==> src/rtl/vec_stream_pkg.sv <==
// vec_stream_pkg
// Shared types and width helpers for the vector-to-element stream
// transmitter. The *_DEFAULT values are the parameter defaults used by
// vec_stream_tx; ELEM_W and PTR_W are the matching index widths for them.
package vec_stream_pkg;

  localparam int N_DEFAULT     = 5;
  localparam int T_DEFAULT     = 9;
  localparam int DEPTH_DEFAULT = 2;

  // Width of an index able to address n items. Never less than one bit,
  // so a degenerate n of 1 still gets a legal vector.
  function automatic int idx_width(input int n);
    return (n > 1) ? $clog2(n) : 1;
  endfunction

  localparam int ELEM_W = idx_width(N_DEFAULT);
  localparam int PTR_W  = idx_width(DEPTH_DEFAULT);

  typedef logic signed [T_DEFAULT-1:0] elem_t;

endpackage

==> src/rtl/vec_buffer.sv <==
// vec_buffer
// DEPTH x (N*T) circular vector buffer with one write port and one read port.
// Ports:
//   clk, reset   clock and asynchronous active-low reset
//   push         write wr_vec into the entry at wr_ptr (caller ensures !full)
//   pop          release the entry at rd_ptr (caller ensures !empty)
//   wr_vec       vector to store
//   rd_vec       vector currently at rd_ptr
//   full, empty  occupancy flags
module vec_buffer
  import vec_stream_pkg::*;
#(
  parameter int N     = N_DEFAULT,
  parameter int T     = T_DEFAULT,
  parameter int DEPTH = DEPTH_DEFAULT
) (
  input  logic           clk,
  input  logic           reset,
  input  logic           push,
  input  logic           pop,
  input  logic [N*T-1:0] wr_vec,
  output logic [N*T-1:0] rd_vec,
  output logic           full,
  output logic           empty
);

  localparam int PW = idx_width(DEPTH);
  localparam int CW = $clog2(DEPTH + 1);

  logic [N*T-1:0] mem [DEPTH];
  logic [PW-1:0]  wr_ptr;
  logic [PW-1:0]  rd_ptr;
  logic [CW-1:0]  count;

  // Storage is deliberately not reset; occupancy is tracked by count alone.
  // push is only granted when not full, so the entry at rd_ptr is never
  // overwritten while it still holds an unsent vector.
  always_ff @(posedge clk) begin
    if (push) mem[wr_ptr] <= wr_vec;
  end

  // Pointers wrap naturally because DEPTH is a power of two. A push and a
  // pop on the same edge cancel out in count.
  always_ff @(posedge clk or negedge reset) begin
    if (!reset) begin
      wr_ptr <= '0;
      rd_ptr <= '0;
      count  <= '0;
    end else begin
      if (push) wr_ptr <= wr_ptr + 1'b1;
      if (pop)  rd_ptr <= rd_ptr + 1'b1;
      case ({push, pop})
        2'b10:   count <= count + 1'b1;
        2'b01:   count <= count - 1'b1;
        default: count <= count;
      endcase
    end
  end

  assign full   = (count == CW'(DEPTH));
  assign empty  = (count == '0);
  assign rd_vec = mem[rd_ptr];

endmodule

==> src/rtl/vec_stream_tx.sv <==
// vec_stream_tx
// Accepts whole N-element vectors and emits them one signed T-bit element
// per handshake, element 0 first, in acceptance order.
// Ports:
//   clk, reset  clock and asynchronous active-low reset
//   s_valid     input vector valid
//   s_ready     vector can be accepted (registered state only)
//   s_data      input vector, element e at [e*T +: T]
//   m_valid     output element valid
//   m_ready     downstream ready
//   m_data      current element, zero when m_valid is low
//   m_last      current element is element N-1 of its vector
module vec_stream_tx
  import vec_stream_pkg::*;
#(
  parameter int N     = N_DEFAULT,
  parameter int T     = T_DEFAULT,
  parameter int DEPTH = DEPTH_DEFAULT
) (
  input  logic                clk,
  input  logic                reset,
  input  logic                s_valid,
  output logic                s_ready,
  input  logic [N*T-1:0]      s_data,
  output logic                m_valid,
  input  logic                m_ready,
  output logic signed [T-1:0] m_data,
  output logic                m_last
);

  localparam int EW = idx_width(N);

  logic           ready_en;
  logic [EW-1:0]  elem;
  logic           last_elem;
  logic           push;
  logic           pop;
  logic           full;
  logic           empty;
  logic [N*T-1:0] rd_vec;
  logic [T-1:0]   sel;

  // s_ready depends only on flops, so a final-element pop while full does
  // not raise it until the following cycle.
  assign s_ready   = ready_en && !full;
  assign m_valid   = !empty;
  assign last_elem = (elem == EW'(N - 1));
  assign push      = s_valid && s_ready;
  assign pop       = m_valid && m_ready && last_elem;

  vec_buffer #(
    .N     (N),
    .T     (T),
    .DEPTH (DEPTH)
  ) u_buffer (
    .clk    (clk),
    .reset  (reset),
    .push   (push),
    .pop    (pop),
    .wr_vec (s_data),
    .rd_vec (rd_vec),
    .full   (full),
    .empty  (empty)
  );

  // Holds s_ready low for the first edge after reset release.
  always_ff @(posedge clk or negedge reset) begin
    if (!reset) ready_en <= 1'b0;
    else        ready_en <= 1'b1;
  end

  // Element index within the vector at rd_ptr; wraps to 0 as the
  // vector is released.
  always_ff @(posedge clk or negedge reset) begin
    if (!reset) begin
      elem <= '0;
    end else if (m_valid && m_ready) begin
      elem <= last_elem ? '0 : elem + 1'b1;
    end
  end

  // Element select from the head vector.
  always_comb begin
    sel = '0;
    for (int e = 0; e < N; e++) begin
      if (elem == EW'(e)) sel = rd_vec[e*T +: T];
    end
  end

  assign m_data = m_valid ? sel : '0;
  assign m_last = m_valid && last_elem;

endmodule
==> config.mk <==
export PLATFORM = sky130hd
export DESIGN_NAME = vec_stream_tx
export DESIGN_NICKNAME = d
export VERILOG_FILES = /design/src/rtl/vec_stream_pkg.sv /design/src/rtl/vec_buffer.sv /design/src/rtl/vec_stream_tx.sv
export SDC_FILE = /design/constraint.sdc
export NUM_CORES = 1
export LEC_CHECK = 0
export ABC_AREA = 1
export CORE_UTILIZATION = 40
export DETAILED_ROUTE_END_ITERATION = 12
export PLACE_DENSITY = 0.68
export SLEW_MARGIN = 15
export SYNTH_ARGS = -nofsm -noshare
export SYNTH_HDL_FRONTEND = slang
export SYNTH_SLANG_ARGS = --single-unit
==> constraint.sdc <==
create_clock -name clk -period 3.8 [get_ports clk]
set_clock_uncertainty 0.2 [all_clocks]
set_input_delay 0.57 -clock clk [delete_from_list [all_inputs] [get_ports clk]]
set_output_delay 0.57 -clock clk [all_outputs]
set_load 0.05 [all_outputs]
# Yosys cells after proc, flatten, opt, wreduce, memory -nomap -nowiden
# Memories as Yosys holds them, arrays and structs flattened.
# Index checks and enable logic that the tools add are counted.
# op_classes
n_reduce_logical	10
eq_ne	7
addsub	5
n_mux	10
# op_table
op	n
$mux W9	6
$eq A3 B2 Y1 const B	2
$logic_and A1 B1 Y1	5
$eq A2 B2 Y1 const B	2
$pmux W2 S2	1
$add A3 B1 Y3 const B	1
$eq A3 B1 Y1 const B	1
$eq A3 B3 Y1 const B	1
$logic_not A3 Y1	1
$mux W3	1
$add A1 B1 Y1 const B	2
$add A2 B1 Y2 const B	1
$eq A2 B1 Y1 const B	1
$logic_not A1 Y1	2
$logic_not A2 Y1	1
$mux W1	2
$reduce_bool A2 Y1	1
$sub A2 B1 Y2 const B	1
# totals
ram_bits	90
inputBits	49
register_bits	8
n_memories	1
out_inout_bits	12
elab_cells	38
# memory_table
memory	depth	word_bits	read_ports	rd_clocked_by_memory_dff	wr	line_no	rtl
u_buffer.mem	2	45	1	0	1	vec_buffer.sv:30	logic [N*T-1:0] mem [DEPTH];

# Longest topological paths before layout
# logic_depth
word_depth	7
depth_mapped	11
depth_no_buf	11

# Modules after synthesis
# From an unflattened synthesis, not the netlist that was laid out.
# unflattened
cells_unflattened	416
area_unflattened_um2	4435.5
# by_module_without_submodules
module	cells_per_inst	instances	area_each_um2	seq_area_each_um2
vec_buffer	259	1	3580.9	2802.7
vec_stream_tx	157	1	854.6	100.1

# Worst setup path before layout
# OpenSTA, ideal clock, no wires.
# synth_path
path_kind	reg2reg
from	register u_buffer.count[0]
to	memory u_buffer.mem[0][0] in the netlist's numbering (enable)
setup_ps	448
setup_slack_ps	-756
stages_incl_launch_ff	5
t_arrival_ps	3908
required_ps	3152
cell_sequence	dfrtp_1 inv_1 a21boi_0 nand2_1 nor2_1
# synth_between
elab_chain_len	6
# synth_lines
element	line_no	rtl
start, declared	vec_buffer.sv:33	logic [CW-1:0] count;
start signal, assigned	vec_buffer.sv:53	2'b10: count <= count + 1'b1;
start signal, assigned	vec_buffer.sv:54	2'b01: count <= count - 1'b1;
start signal, assigned	vec_buffer.sv:55	default: count <= count;
$eq A2 B2 Y1	vec_buffer.sv:60	assign full = (count == CW'(DEPTH));
$logic_not A1 Y1	vec_stream_tx.sv:45	assign s_ready = ready_en && !full;
$logic_and A1 B1 Y1	vec_stream_tx.sv:45	
named net s_ready	vec_stream_tx.sv:23	output logic s_ready,
$logic_and A1 B1 Y1	vec_stream_tx.sv:48	assign push = s_valid && s_ready;
$mux W1	vec_buffer.sv:39	if (push) mem[wr_ptr] <= wr_vec;
$mux W1 (implied by the code)	vec_buffer.sv:39	
end, declared	vec_buffer.sv:30	
# The timed path passes the listed nets, and every way through them passes these cells.

# Final worst setup path
# layout_path
from	register elem[0]
to	output port m_data[7]
# layout_between
elab_chain_len	7
word_cells_on_any_way	11
classes_between	4 x eq/ne; 6 x mux; 1 x reduce/logical
# layout_lines
element	line_no	rtl
start, declared	vec_stream_tx.sv:34	logic [EW-1:0] elem;
start signal, assigned	vec_stream_tx.sv:78	elem <= last_elem ? '0 : elem + 1'b1;
$logic_not A3 Y1	vec_stream_tx.sv:86	if (elem == EW'(e)) sel = rd_vec[e*T +: T];
$mux W9 (4 in a row)	vec_stream_tx.sv:86	
$mux W9 (*)	vec_stream_tx.sv:86	
$mux W9 (*)	vec_stream_tx.sv:90	assign m_data = m_valid ? sel : '0;
end, declared	vec_stream_tx.sv:27	output logic signed [T-1:0] m_data,
# Mark *: on every way between the ends. The rest lies on a longest branch, timed or not.

==> metrics.md <==
| Metric | Value |
|---|---|
| Remaining max-slew budget at the tightest pin | between 50 and 60% |
| Clock transition at the registers of the reported paths | 0.09 ns |
| Max cap viols | 0 |
| Compound-gate portion of the synthesized area | under 10% |
| Clock Latency Late Sink | 0.35 ns |
| Detailed route wirelength on metal3 | 377 µm |
| Peak clock frequency supported by timing | between 200 and 300 MHz |
| Post-Layout Cell Count | approximately 570 |
| IO Port Bufs | 60 |
| Cell Area, Synth | 4150 µm² |
| Pin count of the biggest net entering global routing | 46 |
| Number of global-route vias before repair | ~2800 |
| Number of enable flip-flop cells after synthesis | 90 |
| Placed wire-length estimate | roughly 5500 µm |
| Share of post-route cells with drive strength above 1 | 10.4% |
| Synthesis warning total | 0 |
| Share of synthesized area occupied by flip-flops and latches | a little over two thirds |
| Metal2 WL | 4180 µm |
| Status | finished, final reports clean |
| Ratio of total power to cell area | between 700 and 800 nW/µm² |
| Arithmetic-cell share of the synthesized area counting full adders, half adders and majority gates | 1.81% |
| Setup repair after global routing missed its margin | false |
| Final hold viol count | 0 |
| Last weighted congestion value of the routability-driven placer | 0.738 |
| #FFs+latches synth | 98 |
| Clock sinks | ~100 |
| Most frequent cells in the layout | 167 x nand2_1, 90 x edfxtp_1, 51 x clkdlybuf4s50_1 |
| First-pass GRT wire length | approximately 14000 µm |
| TritonCTS clock tree | done |
| Total of cells resized after clock tree synthesis | 0 |
| Portion of netlist area occupied by mux cells | 0% |
| Crit-path most repeated cell | nand2_1 |
| Simple-gate share of the synthesized area | 21.4% |
| Minimum period implied by the final worst setup slack | around 3.5 ns |
| Net count reported at finish | around 480 |
| Effective utilization at floorplan | a little over two fifths |
| Worst-case clock buffer depth | 2 |
| Detailed router's first-iteration violation count | 120 |
| Wire length after detailed routing | about 8400 µm |
| Async set or reset register ratio after synthesis | a little over 8% |
| Part of the cycle the worst path needs | 91.3% |
| Core region area | roughly 10000 µm² |
| Total CTS buffers | 9 |
| Per-instance average area after synthesis | 11.4 µm² |
| Most frequently used flop master after synthesis | edfxtp_1 |
| Number of hold buffers added after CTS | 0 |
| All-Layer GR Usage | between 15 and 20% |
| Critical path peak fanout | 13 |
| Critical path cell sequence | inv_1, ha_1, nand2_1, clkinv_1, nand3_1, nand2_1, a21oi_1, buf_4 |
| CP Data Required Time | 3.03 ns |
| XOR/XNOR share of the synthesized area | 0.844% |
| Setup slack of the critical path after layout | 0.329 ns |
| Fill cell count | slightly below 900 |
| Largest delay share family, worst path | buffers and inverters |
| CTS Root Buffer Type | clkbuf_8 |
| Number of antenna cells inserted | 0 |
| HP Class | in2async |
| Net count after synthesis | 420 |
| Pleak | between 1.5 and 2 nW |
| Residual overflow from global routing | 0 |
| Floorplan die height | between 100 and 150 µm |
| Ports | roughly 60 |
| Post-place setup slack | about 0.73 ns |
| Remaining DRCs | 0 |
| Uppermost layer routed | met4 |
| Worst-path cell with the longest stage delay | nand2_1 |
| Count of standard-cell rows | 36 |
| Setup crit end kind | output port |
| Combinational family with the most area after synthesis | simple AND/OR/NAND/NOR gates |
| Routed WL per cell | between 10 and 15 µm |
| Final-report setup violation count | 0 |
| Distinct cell type count after synthesis | 26 |
| Via total after detailed routing | 2689 |
| Critical Path Source Type | flop |
| Relative area change from synthesis to final layout | 22.6% |
| Largest vdd supply drop | around 0.37 mV |
| Number of max-slew violations in the final report | 0 |
| Number of setup buffers added after CTS | 0 |
| Leading cell type in the layout, fill and taps excluded | nand2_1 |
| Summed negative setup slack over all endpoints | 0 ns |
| Antenna Violating Nets Remaining | 0 |
| Die Outline Area | about 11000 µm² |
| Maximum cell stage delay along the critical path | roughly 0.52 ns |
| DIE WIDTH | 104 µm |
| Post-route met1 wirelength | approximately 3700 µm |
| Number of instances in the synthesized netlist | between 300 and 400 |
| Transition at the pin with the smallest max-transition slack | ~0.72 ns |
| H-tree levels | 3 |
| Inst Count DP | 550 |
| Path type of the worst setup path | reg2out |
| Worst path buffer plus inverter count | 3 |
| Arrival time reported for the critical path endpoint | 2.70 ns |
| Via density per instance | around 4.8 |
| Antenna violations before repair | 0 |
| Drt first pass iters | 4 |
-- Yosys cell counts, drive strengths merged, types with 2 or more instances --
library cell | instances | area share (%)
a21oi | 10 | 1.9
buf | 11 | 1.9
clkinv | 2 | 0.18
dfrtp | 8 | 4.8
edfxtp | 90 | 65
ha | 6 | 1.8
inv | 12 | 1.1
nand2 | 169 | 16
nand3 | 37 | 4.5
nor2 | 9 | 1.4
o21ai | 3 | 0.36
xnor2 | 2 | 0.42
xor2 | 2 | 0.42
-- metal layers --
metal  vias up  global-route usage, %
met5         -                      0
met4         0                   4.29
met3         6                   3.32
met2        65                   29.2
met1      1272                   21.5
li1       1346                      -
-- registers in the layout, summed over array words and instances, names as in the netlist --
| signal | flops |
|---|---|
| u_buffer.wr_ptr | 1 |
| u_buffer.rd_ptr | 1 |
| ready_en | 1 |
| elem | 3 |
| u_buffer.count | 2 |
| u_buffer.mem | 90 |
-- cell type report --
type                       count  area, µm²  share of cell area [%]
clock buffer                   9        124                    2.43
clock inverter                 7       92.6                    1.82
timing repair buffer          64        621                    12.2
tap                          133        166                    3.27
sequential                    98       2900                    57.1
inverter                      14       55.1                    1.08
multi-input combinational    241       1130                    22.1
-- per-stage QoR --
| step | hold WS [ns] | power (mW) | util [%] | area [µm²] |
|---|---|---|---|---|
| floorplan | 0.0744 | 2.75 | - | 4160 |
| global placement | 0.283 | 3.20 | 49.2 | 4870 |
| detailed placement | 0.326 | 3.23 | 49.2 | 4870 |
| CTS | 0.293 | 3.95 | 51.3 | 5090 |
| global route | 0.314 | 4.17 | 51.3 | 5090 |
| finish | 0.297 | 3.91 | 51.3 | 5090 |
-- where the power goes --
| group | internal, mW | total [mW] | switching, mW |
|---|---|---|---|
| Clock | 0.370 | 0.718 | 0.349 |
| Combinational | 0.530 | 1.74 | 1.21 |
| Sequential | 1.35 | 1.45 | 0.0959 |
-- path summary, 6_finish.rpt --
path	start	end	slack, ns	cells past startpoint
worst max-delay path	elem[0]	m_data[7]	0.33	8
worst min-delay path	reset	u_buffer.wr_ptr	0.30	1
worst max register to register	elem[0]	u_buffer.count[1]	1.30	8
worst min register to register	u_buffer.count[1]	u_buffer.count[1]	0.34	1
max in group asynchronous	reset	elem[2]	2.82	1
min in group clk	u_buffer.count[1]	u_buffer.count[1]	0.34	1
-- logic make-up (layout without fill, tap and decap cells) --
| family | count (synthesis) | in the layout |
|---|---|---|
| adder cells (fa/ha/maj) | 6 | 6 |
| buffers and inverters | 26 | 94 |
| other | 1 | 1 |
| AND/OR/NAND/NOR | 215 | 215 |
| AO/OA/AOI/OAI | 15 | 15 |
| XOR/XNOR | 4 | 4 |
| flip-flops | 98 | 98 |
No activity file was read; power rests on OpenSTA's default activity.
